**config.mk**
```make
export PLATFORM = sky130hd
export DESIGN_NAME = seq_datapath
export DESIGN_NICKNAME = d
export VERILOG_FILES = /design/src/rtl/dp_pkg.sv /design/src/rtl/dp_regfile.sv /design/src/rtl/seq_datapath.sv
export SDC_FILE = /design/constraint.sdc
export NUM_CORES = 1
export LEC_CHECK = 0
export ABC_AREA = 1
export CAP_MARGIN = 0
export CORE_ASPECT_RATIO = 1.25
export CORE_MARGIN = 1.5
export CORE_UTILIZATION = 40
export CTS_BUF_LIST = sky130_fd_sc_hd__clkbuf_8 sky130_fd_sc_hd__clkbuf_16
export DETAILED_ROUTE_END_ITERATION = 10
export DONT_BUFFER_PORTS = 1
export SLEW_MARGIN = 20
export SYNTH_ARGS = -nofsm -noshare
export SYNTH_HDL_FRONTEND = slang
export SYNTH_SLANG_ARGS = --single-unit
```
**constraint.sdc**
```tcl
create_clock -name clk -period 3.44 [get_ports clk]
set_input_delay 0 -clock clk [delete_from_list [all_inputs] [get_ports clk]]
set_output_delay 0 -clock clk [all_outputs]
set_load 0.03 [all_outputs]
```
**src/rtl/dp_pkg.sv**
```systemverilog
// Shared types for the sequenced datapath.
// Opcodes, FSM states, shift codes and the B-operand shifter.
package dp_pkg;

  localparam int MAXW = 64;

  typedef enum logic [2:0] {
    OP_MOV_IMM = 3'd0,
    OP_MOV_SH  = 3'd1,
    OP_ADD     = 3'd2,
    OP_CMP     = 3'd3,
    OP_AND     = 3'd4,
    OP_MVN     = 3'd5,
    OP_LDW     = 3'd6,
    OP_RSVD    = 3'd7
  } op_e;

  typedef enum logic [2:0] {
    S_IDLE,
    S_LD_A,
    S_LD_B,
    S_EXEC,
    S_WB
  } state_e;

  typedef enum logic [1:0] {
    SH_NONE = 2'b00,
    SH_LSL1 = 2'b01,
    SH_LSR1 = 2'b10,
    SH_ASR1 = 2'b11
  } shift_e;

  // Shift is done on a wide carrier; w is the
  // real word width, the caller slices [w-1:0].
  function automatic logic [MAXW-1:0] sh_f(
    input logic [MAXW-1:0] v,
    input shift_e          s,
    input int unsigned     w
  );
    logic [MAXW-1:0] msk;
    logic [MAXW-1:0] vm;
    logic [MAXW-1:0] top;
    logic [MAXW-1:0] r;
    msk = {MAXW{1'b1}} >> (MAXW - w);
    vm  = v & msk;
    top = {{(MAXW-1){1'b0}}, vm[w-1]} << (w - 1);
    unique case (s)
      SH_LSL1: r = (vm << 1) & msk;
      SH_LSR1: r = vm >> 1;
      SH_ASR1: r = (vm >> 1) | top;
      default: r = vm;
    endcase
    return r;
  endfunction

endpackage

```
**src/rtl/dp_regfile.sv**
```systemverilog
// General register file: one async read, one sync write port.
// Ports: clk, rst_n, raddr/rdata, we/waddr/wdata.
module dp_regfile
  import dp_pkg::*;
#(
  parameter int W    = 16,
  parameter int NREG = 8
) (
  input  logic                    clk,
  input  logic                    rst_n,
  input  logic [$clog2(NREG)-1:0] raddr,
  output logic [W-1:0]            rdata,
  input  logic                    we,
  input  logic [$clog2(NREG)-1:0] waddr,
  input  logic [W-1:0]            wdata
);

  localparam int AW = $clog2(NREG);

  logic [W-1:0] regs [NREG];
  logic         r_ok;
  logic         w_ok;

  // Indices past NREG only exist when NREG
  // is not a power of two.
  generate
    if ((1 << AW) == NREG) begin : g_pow2
      assign r_ok = 1'b1;
      assign w_ok = 1'b1;
    end else begin : g_npow2
      assign r_ok = int'(raddr) < NREG;
      assign w_ok = int'(waddr) < NREG;
    end
  endgenerate

  assign rdata = r_ok ? regs[raddr] : '0;

  always_ff @(posedge clk or negedge rst_n) begin
    if (!rst_n) begin
      for (int i = 0; i < NREG; i++) begin
        regs[i] <= '0;
      end
    end else if (we && w_ok) begin
      regs[waddr] <= wdata;
    end
  end

endmodule

```
**src/rtl/seq_datapath.sv**
```systemverilog
// Datapath with internal micro-sequencer: one request runs a full op.
// Ports: req_valid/req_ready, op/rd/rn/rm/shift/imm, mdata, done/result/status.
module seq_datapath
  import dp_pkg::*;
#(
  parameter int W    = 16,
  parameter int NREG = 8,
  parameter int IMMW = 8
) (
  input  logic                    clk,
  input  logic                    rst_n,
  input  logic                    req_valid,
  output logic                    req_ready,
  input  logic [2:0]              op,
  input  logic [$clog2(NREG)-1:0] rd,
  input  logic [$clog2(NREG)-1:0] rn,
  input  logic [$clog2(NREG)-1:0] rm,
  input  logic [1:0]              shift,
  input  logic [IMMW-1:0]         imm,
  input  logic [W-1:0]            mdata,
  output logic                    done,
  output logic [W-1:0]            result,
  output logic [2:0]              status
);

  localparam int AW = $clog2(NREG);

  state_e         state;
  op_e            op_q;
  shift_e         sh_q;
  logic [AW-1:0]  rd_q;
  logic [AW-1:0]  rn_q;
  logic [AW-1:0]  rm_q;
  logic [IMMW-1:0] imm_q;
  logic [W-1:0]   a_q;
  logic [W-1:0]   b_q;
  logic [W-1:0]   c_q;
  logic [2:0]     st_q;

  logic [AW-1:0]  rf_raddr;
  logic [W-1:0]   rf_rdata;
  logic           rf_we;
  logic [W-1:0]   wb_val;
  logic [MAXW-1:0] sh_wide;
  logic [W-1:0]   bs;
  logic [W-1:0]   alu;
  logic           flag_v;
  op_e            op_in;
  logic           need_a;
  logic           need_b;

  assign op_in  = op_e'(op);
  assign need_a = op_in inside {OP_ADD, OP_CMP, OP_AND};
  assign need_b = op_in inside {OP_MOV_SH, OP_MVN};

  assign sh_wide = sh_f(MAXW'(b_q), sh_q, W);
  assign bs      = sh_wide[W-1:0];

  always_comb begin
    alu = '0;
    unique case (op_q)
      OP_ADD:    alu = a_q + bs;
      OP_CMP:    alu = a_q - bs;
      OP_AND:    alu = a_q & bs;
      OP_MVN:    alu = ~bs;
      OP_MOV_SH: alu = a_q + bs;
      default:   alu = '0;
    endcase
  end

  assign flag_v = (a_q[W-1] ^ bs[W-1])
                & (alu[W-1] ^ a_q[W-1]);

  always_comb begin
    wb_val = c_q;
    unique case (op_q)
      OP_MOV_IMM: wb_val = W'($signed(imm_q));
      OP_LDW:     wb_val = mdata;
      default:    wb_val = c_q;
    endcase
  end

  assign rf_raddr = (state == S_LD_A) ? rn_q : rm_q;
  assign rf_we    = (state == S_WB) && (op_q != OP_RSVD);

  assign req_ready = (state == S_IDLE);
  assign done = (state == S_WB)
             || (state == S_EXEC && op_q == OP_CMP);
  assign result = c_q;
  assign status = st_q;

  dp_regfile #(
    .W    (W),
    .NREG (NREG)
  ) u_rf (
    .clk   (clk),
    .rst_n (rst_n),
    .raddr (rf_raddr),
    .rdata (rf_rdata),
    .we    (rf_we),
    .waddr (rd_q),
    .wdata (wb_val)
  );

  always_ff @(posedge clk or negedge rst_n) begin
    if (!rst_n) begin
      state <= S_IDLE;
      op_q  <= OP_MOV_IMM;
      sh_q  <= SH_NONE;
      rd_q  <= '0;
      rn_q  <= '0;
      rm_q  <= '0;
      imm_q <= '0;
      a_q   <= '0;
      b_q   <= '0;
      c_q   <= '0;
      st_q  <= '0;
    end else begin
      unique case (state)
        S_IDLE: begin
          if (req_valid) begin
            op_q  <= op_in;
            sh_q  <= shift_e'(shift);
            rd_q  <= rd;
            rn_q  <= rn;
            rm_q  <= rm;
            imm_q <= imm;
            // B-only ops see a zero A operand
            if (need_b) a_q <= '0;
            unique case (1'b1)
              need_a:  state <= S_LD_A;
              need_b:  state <= S_LD_B;
              default: state <= S_WB;
            endcase
          end
        end
        S_LD_A: begin
          a_q   <= rf_rdata;
          state <= S_LD_B;
        end
        S_LD_B: begin
          b_q   <= rf_rdata;
          state <= S_EXEC;
        end
        S_EXEC: begin
          c_q <= alu;
          if (op_q == OP_CMP) begin
            st_q  <= {alu[W-1], flag_v, alu == '0};
            state <= S_IDLE;
          end else begin
            state <= S_WB;
          end
        end
        S_WB: state <= S_IDLE;
        default: state <= S_IDLE;
      endcase
    end
  end

endmodule
```
---- Word-level counts from Yosys, hierarchy flattened ----
Cells that the tools add are included.
word-level totals
  output and inout port bits .............. 21
  bits in registers ....................... 204
  logic and storage cells ................. 84
cells by class
  reduce and logical (&&, ||, !) cells .... 14
  bitwise logic cells ..................... 8
  mux-type cells .......................... 17
  eq/ne operators ......................... 21
  $lt $le $gt $ge ......................... 3
  $add $sub $neg .......................... 2
operator list
  kind                                                                  number
  128-bit bitwise mux                                                   1
  16-bit 2-to-1 mux                                                     5
  16-bit case mux with 2 select lines                                   2
  16-bit case mux with 4 select lines                                   1
  16-bit binary-select mux with 3-bit select                            1
  16-bit demux with 3-bit select                                        1
  16-bit case mux with 3 select lines                                   1
  3-bit by 2-bit == test with 1-bit output, second input constant       6
  3-bit == test, second input constant                                  6
  16-bit adder                                                          1
  16-bit AND                                                            1
  16-bit zero test                                                      1
  16-bit inverter                                                       1
  15-bit by 16-bit OR with 16-bit output                                1
  16-bit subtractor                                                     1
  3-bit case mux with 4 select lines                                    1
  3-bit by 1-bit == test with 1-bit output, second input constant       3
  3-bit 2-to-1 mux                                                      3
  4-bit >= comparator, second input constant                            2
  3-bit inverter with 4-bit output                                      2
  3-bit zero test                                                       2
  3-bit case mux with 2 select lines                                    1
  2-bit == test, second input constant                                  2
  4-bit by 1-bit < comparator with 1-bit output, second input constant  1
  other kinds (13)                                                      18

---- Depth between registers and ports, before layout ----
  depth in word-level cells ............... 7
  gate-level depth with buffers ........... 28

---- Modules after synthesis ----
Synthesis repeated with hierarchy kept, for this count alone.
second synthesis, totals
  cells, all modules ...................... 1625
  area, all modules ....................... 11642.4 um2
modules (own cells, without submodules)
  module        area an instance (um2)  times used  cells each  sequential area each (um2)
  dp_regfile    6274.8                  1           867         3203.1
  seq_datapath  5367.6                  1           758         1901.8

---- Worst setup path after synthesis ----
OpenSTA, ideal clock, no wires.
  kind .................................... register -> register
  start ................................... register sh_q[1]
  end ..................................... register st_q[1] (netlist: status[1])
  stages on the path, launching flop included .. 25
  setup slack ............................. 87 ps
  data required time ...................... 3323 ps
  arrival ................................. 3235 ps
  period minus slack after synthesis ...... 3353 ps
  buffers on the path ..................... 2
  library setup time ...................... 117 ps
  path through ............................ dfrtp_1 > buf_6 > buf_6 > nand2_1 > nand2_4 > nor2_8 > ha_1 > inv_1 > nor3_2 > nand4_1 > o31ai_2 > xor2_1 > inv_1 > ha_1 > a21oi_1 > a21boi_0 > nand3_1 > a21oi_1 > inv_1 > nand3_2 > nand3_2 > nand2_2 > nand2_1 > nand3_1 > nand2_1
on the way
  cells in the longest elaborated chain, start to end .. 6
  elaborated cells on any way between the ends .. 12
  classes of those cells .................. add/sub (2); eq/ne (3); mux (2); bitwise (5)
RTL lines
  what                                                                       line                                    RTL
  start, declared                                                            seq_datapath.sv:30                      shift_e sh_q;
  start signal, assigned                                                     seq_datapath.sv:123                     sh_q <= shift_e'(shift);
  2-bit == test or 2-bit by 1-bit == test with 1-bit output (tied branches)  dp_pkg.sv:47                            unique case (s)
  16-bit case mux with 3 select lines *                                      dp_pkg.sv:47
  16-bit adder (tied with other cells)                                       seq_datapath.sv:62, seq_datapath.sv:66
  16-bit case mux with 4 select lines                                        seq_datapath.sv:61                      unique case (op_q)
  1-bit XOR                                                                  seq_datapath.sv:72                      & (alu[W-1] ^ a_q[W-1]);
  1-bit AND *                                                                seq_datapath.sv:72
  end signal, assigned                                                       seq_datapath.sv:148                     st_q <= {alu[W-1], flag_v, alu == '0};
  end, declared                                                              seq_datapath.sv:38                      logic [2:0] st_q;
Every way passes the cells marked *; elsewhere a longest branch is shown, timed or not.
A chain may end at the register's enable or synchronous reset.

---- Final worst setup path ----
Same ends and word-level chain as after synthesis.

==> out/results.ini <==
[setup_path]
end_kind=flip-flop
crit_chain=buf_6 > buf_8 > nand2_4 > nand2_4 > nor2_8 > inv_2 > nor3_4 > nand4_1 > o31ai_2 > xor2_1 > inv_1 > ha_4 > a21oi_2 > a21boi_2 > nand3_2 > a21oi_2 > inv_1 > nand3_2 > nand3_2 > nand2_4 > nand2_2 > nand3_2 > nand2_1
critPathKind=reg2reg
rrSetupSlack_ps=40
worstPathArrival_ps=3810
critPathMaxStageDelay_ps=460
path_common_cell=nand3_2
critPathLaunchType=flip-flop
critPathSlowestCell=dfrtp_2
cp_data_required_time_ps=3850
critPathMaxFanout=8

[timing]
slew_headroom_pct=32.25
setup_viol=0
fin_crit_ps=3401
slew_viol_final=0
hold-worst-slack_ps=-827.2
worst_pin_slew_ps=1012
hold_violations=204
timing.final.crit_share_pct=98.86
setup_tns_ps=0
rsz0062_at_grt=yes
fmax_mhz=294.0
clock_skew_ps=11.47

[floorplanning]
ios=62
die_h_um=189.8
die_x_um=152.4
rows=68
core_area_um2=27570
die_area_um2=28930
initial_core_util_pct=40.50

[drt]
detail-route-antenna-nets=0
post-route-drc-count=0
wl_mm=32.38
dr.pass1.iters=5
wire_per_inst_um=18.43
viasPerCell=5.377
first_iter_violations=621
dr_total_vias=9448

[cells_and_area]
nFillCells=2699
drive_above_1_share_pct=21.89
area_delta_synth_final_pct=19.28
layout.cells.most_common=nand2_1
multi_input_comb_area_um2=5464
insertedDiodeCount=0
final_cell_mix=246 x nand2_1, 202 x dfrtp_1, 155 x o21ai_0, 148 x inv_1, 79 x buf_4
finalNetCount=1455
regArea_um2=5107

[global_route]
grt_max_degree=205
antenna_found_initial=0
grt_pass1_wl_mm=51.63
grt_overflow=0
track_usage_pct=22.50
grt_pass1_vias=9370

[outcome]
outcome=complete, but fails checks
violations=negative hold slack

[worst_hold_path]
hp-class=in2async

[clocking]
cts_tree=built
cts_buffer_depth=3
root_buffer=clkbuf_16
cts_buffers=24
cts_hold_buffers=35
clk_pin_slew_ps=60
clock_latency_ps=520
cts-htree-levels=1
clock_sinks=204

[synthesis]
synth_cell_types=49
netlist_area_um2=11160
synth.net_count=1369
synth_seq_cells=204
ys_warn_count=0
seq_area_frac_synth_pct=45.73
syn_area_per_cell_um2=8.541
netlist_instances=1307

[placement]
gp_congestion=0.9202
io_buffers=0
hpwl_mm=22.75

[job]
maxCapViolCount=0

## critical path, delay by kind of cell, from the launching register on
kind / cells / cell delay [ps]
AND/OR/NAND/NOR: 12 / 1200
XOR/XNOR: 1 / 170
adder cells (fa/ha/maj): 1 / 260
flip-flops: 1 / 460
AO/OA/AOI/OAI: 4 / 720
buffers and inverters: 5 / 470
## final timing paths
kind,cells after the start,startpoint,endpoint
setup / recovery,23,sh_q[1],status[1]
setup reg to reg,23,sh_q[1],status[1]
max in group asynchronous,0,rst_n,u_rf.regs[14]
hold reg to reg,1,u_rf.regs[94],u_rf.regs[94]
min in group clk,5,mdata[10],u_rf.regs[10]
hold / removal,0,rst_n,u_rf.regs[114]
## stage by stage
stage / setup slack, ps / area [µm²] / std cells / utilization [%] / hold WS, ps
finish: 39.16 / 13320 / 1757 / 48.30 / -827.2
detailed placement: -268.8 / 11930 / 1677 / 43.28 / -290.4
global route: -188.8 / 13320 / 1757 / 48.30 / -842.1
floorplan: 87.44 / 11160 / 1307 / - / -295.6
global placement: -114.0 / 11930 / 1677 / 43.28 / -289.7
CTS: 1.733 / 13130 / 1755 / 47.64 / -842.2
## cell type report
type	instances	area share (%)
Inverter	153	4.369
Clock buffer	26	4.802
Sequential cell	204	38.36
Clock inverter	14	0.5262
Tap cell	350	3.289
Timing Repair Buffer	120	7.621
Multi-Input combinational cell	890	41.04
## registers in the layout (all words and copies together) (netlist names), 8 cells and up
name / cells
a_q: 16
b_q: 16
imm_q: 8
result: 16
u_rf.regs: 128
## Yosys cell counts, drive strengths merged
cell type	number	area, µm²
nand2	266	1057
dfrtp	204	5105
o21ai	197	993.4
inv	153	579.3
a21oi	84	420.4
nor2	84	405.4
mux2	75	844.6
nand3	65	420.4
clkbuf	34	127.6
o211ai	27	221.5
buf	26	168.9
ha	20	250.2
o32ai	16	140.1
xor2	13	113.9
nor3	10	66.32
a21boi	6	48.80
a31oi	6	37.54
o22ai	6	37.54
o31ai	3	27.52
nand4	2	12.51
o21bai	2	15.01
or2	2	12.52
xnor2	2	17.52
and2	1	6.260
fa	1	20.02
nor4	1	6.260
o21a	1	7.510
## routing by layer
| metal | up-vias | GRT usage [%] | part of all wire, % |
|---|---|---|---|
| met3 | 61 | 2.620 | 4.2 |
| li1 | 4530 | - | - |
| met5 | - | 0 | 0 |
| met4 | 0 | 6.509 | 2.4 |
| met1 | 4625 | 27.95 | 42 |
| met2 | 232 | 41.09 | 52 |
## cells by family after synthesis
kind of cell    share of synthesized area (%)
simple gates                            17.80
xor+xnor                                1.177
fa+ha+maj                               2.421
compound gates                          17.46
mux                                     7.566
flops                                   45.73
buf+inv                                 7.846
## repair_timing
item                                    CTS  global route
buffers inserted                          3             3
resized for setup                        31            45
hold endpoints to repair                282           204
pin swaps                                19             9
endpoints found under the setup margin    7             9
Power is not shown: default switching activity piles up to over one toggle a cycle in this logic, so the estimate is an artifact.
